==> src/rtl/hm0360_pkg.sv <==
// Shared types and defaults for the HM0360 DVP capture path.
package hm0360_pkg;

  localparam int unsigned HM0360_DEFAULT_H = 320;
  localparam int unsigned HM0360_DEFAULT_V = 240;

  typedef enum logic [1:0] {
    StIdle,
    StWaitInit,
    StWaitVs,
    StFrame
  } cap_state_e;

  typedef struct packed {
    logic       sof;
    logic       eol;
    logic [7:0] data;
  } px_entry_t;

  localparam int unsigned PX_ENTRY_W = $bits(px_entry_t);

endpackage

==> src/rtl/px_fifo.sv <==
// Synchronous FIFO; extra pointer MSB separates full from empty.
module px_fifo #(
  parameter int unsigned WIDTH = 10,
  parameter int unsigned DEPTH = 16
) (
  input  logic             clock,
  input  logic             reset,
  input  logic             wr_en,
  input  logic [WIDTH-1:0] wr_data,
  input  logic             rd_en,
  output logic [WIDTH-1:0] rd_data,
  output logic             full,
  output logic             empty
);

  localparam int unsigned AW = $clog2(DEPTH);
  localparam logic [AW:0] PTR_ONE = (AW + 1)'(1);

  logic [AW:0]      wr_ptr_q, rd_ptr_q;
  logic [WIDTH-1:0] mem_q [DEPTH];
  logic             do_rd, do_wr;

  assign empty   = (wr_ptr_q == rd_ptr_q);
  assign full    = (wr_ptr_q[AW] != rd_ptr_q[AW]) && (wr_ptr_q[AW-1:0] == rd_ptr_q[AW-1:0]);
  assign do_rd   = rd_en && !empty;
  // A pop in the same cycle frees the slot, so a push into a full FIFO is fine then.
  assign do_wr   = wr_en && (!full || do_rd);
  assign rd_data = mem_q[rd_ptr_q[AW-1:0]];

  // Pointer update.
  always_ff @(posedge clock) begin
    if (reset) begin
      wr_ptr_q <= '0;
      rd_ptr_q <= '0;
    end else begin
      if (do_wr) wr_ptr_q <= wr_ptr_q + PTR_ONE;
      if (do_rd) rd_ptr_q <= rd_ptr_q + PTR_ONE;
    end
  end

  // Storage write; contents need no reset.
  always_ff @(posedge clock) begin
    if (do_wr) mem_q[wr_ptr_q[AW-1:0]] <= wr_data;
  end

endmodule

==> src/rtl/hm0360_dvp_capture.sv <==
// HM0360 DVP capture: oversamples the sensor bus, frames pixels, buffers them in a FIFO.
module hm0360_dvp_capture
  import hm0360_pkg::*;
#(
  parameter int unsigned H_ACTIVE    = HM0360_DEFAULT_H,
  parameter int unsigned V_ACTIVE    = HM0360_DEFAULT_V,
  parameter int unsigned FIFO_DEPTH  = 16,
  parameter int unsigned SYNC_STAGES = 2
) (
  input  logic       clock,
  input  logic       reset,
  input  logic       init_active,
  input  logic       capture_en,
  input  logic       cam_pclk,
  input  logic       cam_vsync,
  input  logic       cam_hsync,
  input  logic [7:0] cam_data,
  output logic [7:0] px_data,
  output logic       px_valid,
  input  logic       px_ready,
  output logic       px_sof,
  output logic       px_eol,
  output logic       frame_done,
  output logic       overflow,
  output logic       line_err
);

  localparam int unsigned COL_W = $clog2(H_ACTIVE + 1);
  localparam int unsigned ROW_W = $clog2(V_ACTIVE + 2);
  localparam logic [COL_W-1:0] COL_FULL = COL_W'(H_ACTIVE);
  localparam logic [COL_W-1:0] COL_LAST = COL_W'(H_ACTIVE - 1);
  localparam logic [COL_W-1:0] COL_ONE  = COL_W'(1);
  localparam logic [ROW_W-1:0] ROW_FULL = ROW_W'(V_ACTIVE);
  localparam logic [ROW_W-1:0] ROW_MAX  = ROW_W'(V_ACTIVE + 1);
  localparam logic [ROW_W-1:0] ROW_ONE  = ROW_W'(1);

  // Synchronizers: all camera lines share the same depth so they stay aligned to pclk.
  logic [SYNC_STAGES-1:0]      pclk_sync, vsync_sync, hsync_sync;
  logic [SYNC_STAGES-1:0][7:0] data_sync;
  logic [SYNC_STAGES:0]        warm_q;
  logic                        pclk_q, vsync_q, hsync_q, init_q;
  logic                        pclk_s, vsync_s, hsync_s, edges_ok;
  logic [7:0]                  data_s;
  logic                        pclk_rise, vs_rise, vs_fall, hs_fall, init_rise;

  // FSM and datapath state.
  cap_state_e       state_q, state_d;
  logic [COL_W-1:0] col_q, col_d;
  logic [ROW_W-1:0] row_q, row_d;
  logic             push_q, push_d;
  px_entry_t        entry_q, entry_d;
  logic             frame_done_q, frame_done_d;
  logic             overflow_q, line_err_q, line_err_set;

  // FIFO interface.
  logic [PX_ENTRY_W-1:0] fifo_rdata;
  px_entry_t             head;
  logic                  fifo_full, fifo_empty, pop, drop;

  // Synchronizer chains plus registered copies for edge detection.
  always_ff @(posedge clock) begin
    if (reset) begin
      pclk_sync  <= '0;
      vsync_sync <= '0;
      hsync_sync <= '0;
      data_sync  <= '0;
      warm_q     <= '0;
      pclk_q     <= 1'b0;
      vsync_q    <= 1'b0;
      hsync_q    <= 1'b0;
      init_q     <= 1'b0;
    end else begin
      pclk_sync  <= {pclk_sync[SYNC_STAGES-2:0], cam_pclk};
      vsync_sync <= {vsync_sync[SYNC_STAGES-2:0], cam_vsync};
      hsync_sync <= {hsync_sync[SYNC_STAGES-2:0], cam_hsync};
      data_sync  <= {data_sync[SYNC_STAGES-2:0], cam_data};
      warm_q     <= {warm_q[SYNC_STAGES-1:0], 1'b1};
      pclk_q     <= pclk_s;
      vsync_q    <= vsync_s;
      hsync_q    <= hsync_s;
      init_q     <= init_active;
    end
  end

  assign pclk_s  = pclk_sync[SYNC_STAGES-1];
  assign vsync_s = vsync_sync[SYNC_STAGES-1];
  assign hsync_s = hsync_sync[SYNC_STAGES-1];
  assign data_s  = data_sync[SYNC_STAGES-1];

  // Edges are ignored until the chains hold real samples; otherwise a vsync that is
  // already high when reset drops would look like a fresh frame start.
  assign edges_ok  = warm_q[SYNC_STAGES];
  assign pclk_rise = edges_ok && pclk_s && !pclk_q;
  assign vs_rise   = edges_ok && vsync_s && !vsync_q;
  assign vs_fall   = edges_ok && !vsync_s && vsync_q;
  assign hs_fall   = edges_ok && !hsync_s && hsync_q;
  assign init_rise = init_active && !init_q;

  // State, counters, push stage and sticky flags.
  always_ff @(posedge clock) begin
    if (reset) begin
      state_q      <= StIdle;
      col_q        <= '0;
      row_q        <= '0;
      push_q       <= 1'b0;
      entry_q      <= '0;
      frame_done_q <= 1'b0;
      overflow_q   <= 1'b0;
      line_err_q   <= 1'b0;
    end else begin
      state_q      <= state_d;
      col_q        <= col_d;
      row_q        <= row_d;
      push_q       <= push_d;
      entry_q      <= entry_d;
      frame_done_q <= frame_done_d;
      overflow_q   <= overflow_q | drop;
      line_err_q   <= line_err_q | line_err_set;
    end
  end

  // Next-state: framing of pixels by line and frame.
  always_comb begin
    state_d      = state_q;
    col_d        = col_q;
    row_d        = row_q;
    push_d       = 1'b0;
    entry_d      = entry_q;
    frame_done_d = 1'b0;
    line_err_set = 1'b0;

    unique case (state_q)
      StIdle: begin
        if (capture_en) state_d = StWaitInit;
      end
      StWaitInit: begin
        if (!init_active) state_d = StWaitVs;
      end
      StWaitVs: begin
        if (vs_rise) begin
          state_d = StFrame;
          col_d   = '0;
          row_d   = '0;
        end
      end
      StFrame: begin
        if (pclk_rise && hsync_s) begin
          push_d       = 1'b1;
          entry_d.sof  = (row_q == '0) && (col_q == '0);
          entry_d.eol  = (col_q == COL_LAST);
          entry_d.data = data_s;
          if (col_q != COL_FULL) col_d = col_q + COL_ONE;
        end
        if (hs_fall) begin
          if (col_d != COL_FULL) line_err_set = 1'b1;
          col_d = '0;
          if (row_q != ROW_MAX) row_d = row_q + ROW_ONE;
        end
        if (vs_fall) begin
          if (row_d != ROW_FULL) line_err_set = 1'b1;
          frame_done_d = 1'b1;
          row_d        = '0;
          col_d        = '0;
          state_d      = capture_en ? StWaitVs : StIdle;
        end
      end
      default: state_d = StIdle;
    endcase

    // Initializer restarting takes priority over everything; buffered pixels survive.
    if (init_rise) begin
      state_d      = StWaitInit;
      col_d        = '0;
      row_d        = '0;
      push_d       = 1'b0;
      frame_done_d = 1'b0;
      line_err_set = 1'b0;
    end
  end

  assign pop  = !fifo_empty && px_ready;
  assign drop = push_q && fifo_full && !pop;

  px_fifo #(
    .WIDTH(PX_ENTRY_W),
    .DEPTH(FIFO_DEPTH)
  ) u_px_fifo (
    .clock  (clock),
    .reset  (reset),
    .wr_en  (push_q),
    .wr_data(entry_q),
    .rd_en  (pop),
    .rd_data(fifo_rdata),
    .full   (fifo_full),
    .empty  (fifo_empty)
  );

  assign head       = fifo_rdata;
  // Head fields are forced to zero while empty so no stale entry leaks out.
  assign px_valid   = !fifo_empty;
  assign px_data    = px_valid ? head.data : 8'h00;
  assign px_sof     = px_valid && head.sof;
  assign px_eol     = px_valid && head.eol;
  assign frame_done = frame_done_q;
  assign overflow   = overflow_q;
  assign line_err   = line_err_q;

endmodule

==> config.mk <==
export PLATFORM = sky130hd
export DESIGN_NAME = hm0360_dvp_capture
export DESIGN_NICKNAME = d
export VERILOG_FILES = /design/src/rtl/hm0360_pkg.sv /design/src/rtl/px_fifo.sv /design/src/rtl/hm0360_dvp_capture.sv
export SDC_FILE = /design/constraint.sdc
export NUM_CORES = 1
export LEC_CHECK = 0
export CORE_MARGIN = 2
export CORE_UTILIZATION = 60
export CTS_CLUSTER_SIZE = 8
export DETAILED_ROUTE_END_ITERATION = 8
export HOLD_SLACK_MARGIN = 0.03
export PLACE_DENSITY_LB_ADDON = 0.25
export SYNTH_ARGS = -nofsm -noshare
export SYNTH_HDL_FRONTEND = slang
export SYNTH_HIERARCHICAL = 1
export SYNTH_SLANG_ARGS = --single-unit
==> constraint.sdc <==
create_clock -name clock -period 2.85 [get_ports clock]
set_clock_uncertainty 0.2 [all_clocks]
set_input_delay 0.285 -clock clock [delete_from_list [all_inputs] [get_ports clock]]
set_output_delay 0.285 -clock clock [all_outputs]
set_load 0.03 [all_outputs]
==> impl_results.md <==
* Crit-path max FO at 8
* Crit path time final at 3.05 ns
* Overflow after GRT at 0
* CP max stage cell: mux4_2
* Die Y at ~130 µm
* Initial Utilization at 61.4%
* Flop2flop setup slack at 0.17 ns
* Actual slew at the worst max-slew pin at 0.852 ns
* # nets final at about 730
* Dpl hpwl at around 13 mm
* Remaining antenna violation count after routing at 0
* Worst r2r src: u_px_fifo/wr_ptr_q[3]
* Setup Viol. Count Final at 10
* Synthesized Nets at 660
* N_diodes at 0
* Min-Delay Path Class: in -> reg
* Crit path cell chain: buf_8 > buf_12 > mux4_2 > mux4_2 > nor2b_4 > buf_6
* Failing checks: negative setup slack
* Worst slew margin relative to its limit at between 40% and 50%
* Average wire per standard cell at about 24 µm
* Peak per-stage delay on the critical path at 0.55 ns
* Die width at 131 µm
* Die area at approximately 17,000 µm²
* Top cell by count, worst path: mux4_2
* Setup CP Type: reg -> out
* Worst reg2reg endpoint: u_px_fifo/mem_q[9][2]
* Initial drt markers at around 680
* Clk slew on worst S/H paths at ~0.050 ns
* Top_reg_cell synth: edfxtp_1
* H-tree depth at 2
* Crit path depth at 6
* Clock Latency Late Sink at approximately 0.50 ns
* Core area at 15,900 µm²
* Initial antenna violation count at 0
* Distinct cells, synth at 61
* Leak at between 0.003 and 0.004 µW
* Cell Area, Synth at roughly 9700 µm²
* Pin count of the biggest net entering global routing at 53
* First-pass GRT wire length at ~34 mm
* FMAX at ~330 MHz
* PwrDens at roughly 660 nW/µm²
* Setup crit end: px_data[5]
* Crit path max-delay family: multiplexers
* Fin worst setup slack at -0.203 ns
* Port-buffer cells at 29
* Total GRT Usage at 26.3%
* Post-layout util at between 70% and 80%
* Power Total at 7520 µW
* Status: finished, violations left
* DRT Wirelength at 22.4 mm
* Final period util at 107%
* TritonCTS buffer count at 35
* Async SR Flop Fraction at 0%
* Reg2Reg Depth at 8
* Vias in the first global route at approximately 5,700
* Max Slew Vio Count at 0
* Synth-to-Final Area Change at 17.7%
* Max Cap Violations at 0
* Crit path launch type: flop
* Post-synth EDFFs at 160
* Longest Clk Path Bufs at 3
* RSZ-0062 raised after global routing: true
* Critical path arrival at approximately 2.6 ns
* Ys Warns at 6
* Site Rows at 46
* #FFs+latches synth at around 240
* Avg Vias per Cell at 6.17
* Post-Synthesis Cells at 634
* # IOs at 30
* Max VDD drop at just over 0.5 mV
* Average size of a mapped cell at around 15 µm²
* CTS tree: yes
* Share of cells above drive strength 1 at 22.3%
* Clock root cell: clkbuf_16
* Via count at between 5,000 and 6,000
* DR pass1 iterations at 5
* Worst EP required at roughly 2.4 ns
* CP Capture Type: primary output
* Sequential share of the synthesized area at 64.9%
* CP bufs+invs at 3
* Final hold vios at 0
* CTS sink count at approximately 240
* Drt drc at 0
* Final Wtd Congestion at just over 0.8
## cells in the final DEF (no fill, tap or decap), types with 4 or more instances in the layout
master | Yosys | layout
a31oi_1 | 5 | 5
a311oi_1 | 5 | 5
mux4_2 | 19 | 50
nor2b_1 | 45 | 41
ha_1 | 10 | 10
buf_4 | 0 | 36
inv_1 | 9 | 9
nand3_1 | 9 | 9
and3_1 | 16 | 16
o21ai_0 | 17 | 17
buf_16 | 0 | 4
edfxtp_1 | 160 | 160
xor2_1 | 11 | 11
clkbuf_1 | 17 | 16
and2_1 | 4 | 4
nor3_1 | 11 | 11
nor2b_4 | 0 | 4
nor2_1 | 40 | 39
nand2_1 | 37 | 37
clkbuf_16 | 0 | 36
nand4_1 | 6 | 6
dfxtp_1 | 76 | 74
buf_6 | 7 | 7
xnor2_1 | 10 | 10
a21oi_1 | 22 | 22
clkdlybuf4s50_1 | 0 | 17
## registers in the layout (all words and copies together) (netlist names), 2 cells and up, named ones only
name                cells
row_q                   8
u_px_fifo/rd_ptr_q      5
state_q                 2
col_q                   9
entry_q                10
vsync_sync              2
u_px_fifo/wr_ptr_q      5
pclk_sync               2
data_sync               8
data_s                  8
u_px_fifo/mem_q       160
warm_q                  3
hsync_sync              2
## where the power goes
group | switching, µW | internal [µW]
clock | 1390 | 2400
combinational | 42.4 | 40.3
sequential | 12.7 | 3640
total | 1440 | 6080
## through the flow
step | hold WS (ns) | TNS [ns] | setup slack, ns | area, µm² | instances
final | 0.141 | -1.04 | -0.203 | 11500 | 942
after global routing | 0.148 | -1.52 | -0.241 | 11500 | 942
after CTS | 0.134 | -1.02 | -0.127 | 11500 | 942
after detailed placement | 0.222 | -0.155 | -0.0390 | 10400 | 879
after global placement | 0.219 | 0 | 0.00367 | 10400 | 879
after floorplan | 0.174 | 0 | 0.216 | 9750 | 634
## routing by layer
metal | routed length (µm) | GRT usage [%] | up-vias
met1 | 8500 | 33.7 | 2883
met2 | 11400 | 44.6 | 297
li1 | - | - | 2563
met5 | 0 | 0 | -
met4 | 950 | 11.4 | 0
met3 | 1550 | 4.55 | 73
## timing repair
action | in CTS | in global routing
gates cloned | 4 | 0
endpoints found under the setup margin | 11 | 82
buffers inserted | 4 | 0
endpoints found under the hold margin | 2 | 0
gates resized for setup | 108 | 9
hold buffers | 1 | 0
## worst reg2reg max path, delay by kind of cell, from the launching register on
family	cells	cell delay, ns
simple gates	4	0.71
compound gates	1	0.46
buf+inv	2	0.38
xor+xnor	1	0.19
flops	1	0.47
## area by class of cell
type,instances,area [µm²]
clock buffers,52,961
clock inverters,3,55.1
fillers,1028,4420
inverters,9,33.8
multi-input cells,355,3090
flip-flops and latches,236,6330
well taps,216,270
repair buffers,71,728
## cells in the mapped netlist, types with 2 or more instances
master    count  area, µm²
nand2_1      37        139
nand4b_1      2       17.5
nand3b_1      2       15.0
xor2_1       11       96.3
a21o_1        3       22.5
and3_1       16        100
o21a_1        3       22.5
buf_1         3       11.3
and3b_2       2       20.0
mux2i_1       3       30.0
a31oi_1       5       31.3
nor4_1        2       12.5
and2b_1       2       15.0
xnor2_1      10       87.6
and2_1        4       25.0
mux4_2       19        428
a311oi_1      5       43.8
nor3b_1       3       22.5
edfxtp_1    160       4800
nor2_1       40        150
buf_2         5       25.0
buf_6         7       78.8
mux4_1       31        815
nor3_1       11       55.1
nand4_1       6       37.5
nor2b_1      45        282
ha_1         10        125
o21ai_0      17       85.1
a32oi_1       2       17.5
a21oi_1      22        110
o211ai_1      3       22.5
clkbuf_1     17       63.8
nand3_2       2       20.0
buf_12        2       40.0
dfxtp_1      76       1520
or4_1         3       22.5
nand2b_1      2       12.5
o31ai_1       2       15.0
nand3_1       9       45.0
inv_1         9       33.8
## worst min path at each step
stage,from,to,slack [ns],cells past startpoint
after floorplan,reset,warm_q[0],0.17,1
after CTS,cam_data[4],data_sync[4],0.13,2
final,cam_data[4],data_sync[4],0.14,2
after detailed placement,data_sync[5],data_s[5],0.22,1
after global placement,pclk_sync[0],pclk_sync[1],0.22,1
after global routing,cam_data[4],data_sync[4],0.15,2
## kinds of logic (layout without fill, tap and decap cells)
group | after synthesis | in the layout | synth area share, %
adders and majority gates | 10 | 10 | 1.28
and+or+nand+nor | 198 | 198 | 11.5
buffers and inverters | 43 | 135 | 2.59
xor gates and xnor gates | 21 | 21 | 1.89
muxes | 54 | 54 | 13.2
DFF | 236 | 236 | 64.9
AOI/OAI and AO/OA | 72 | 72 | 4.65
No activity file was read; power rests on OpenSTA's default activity.
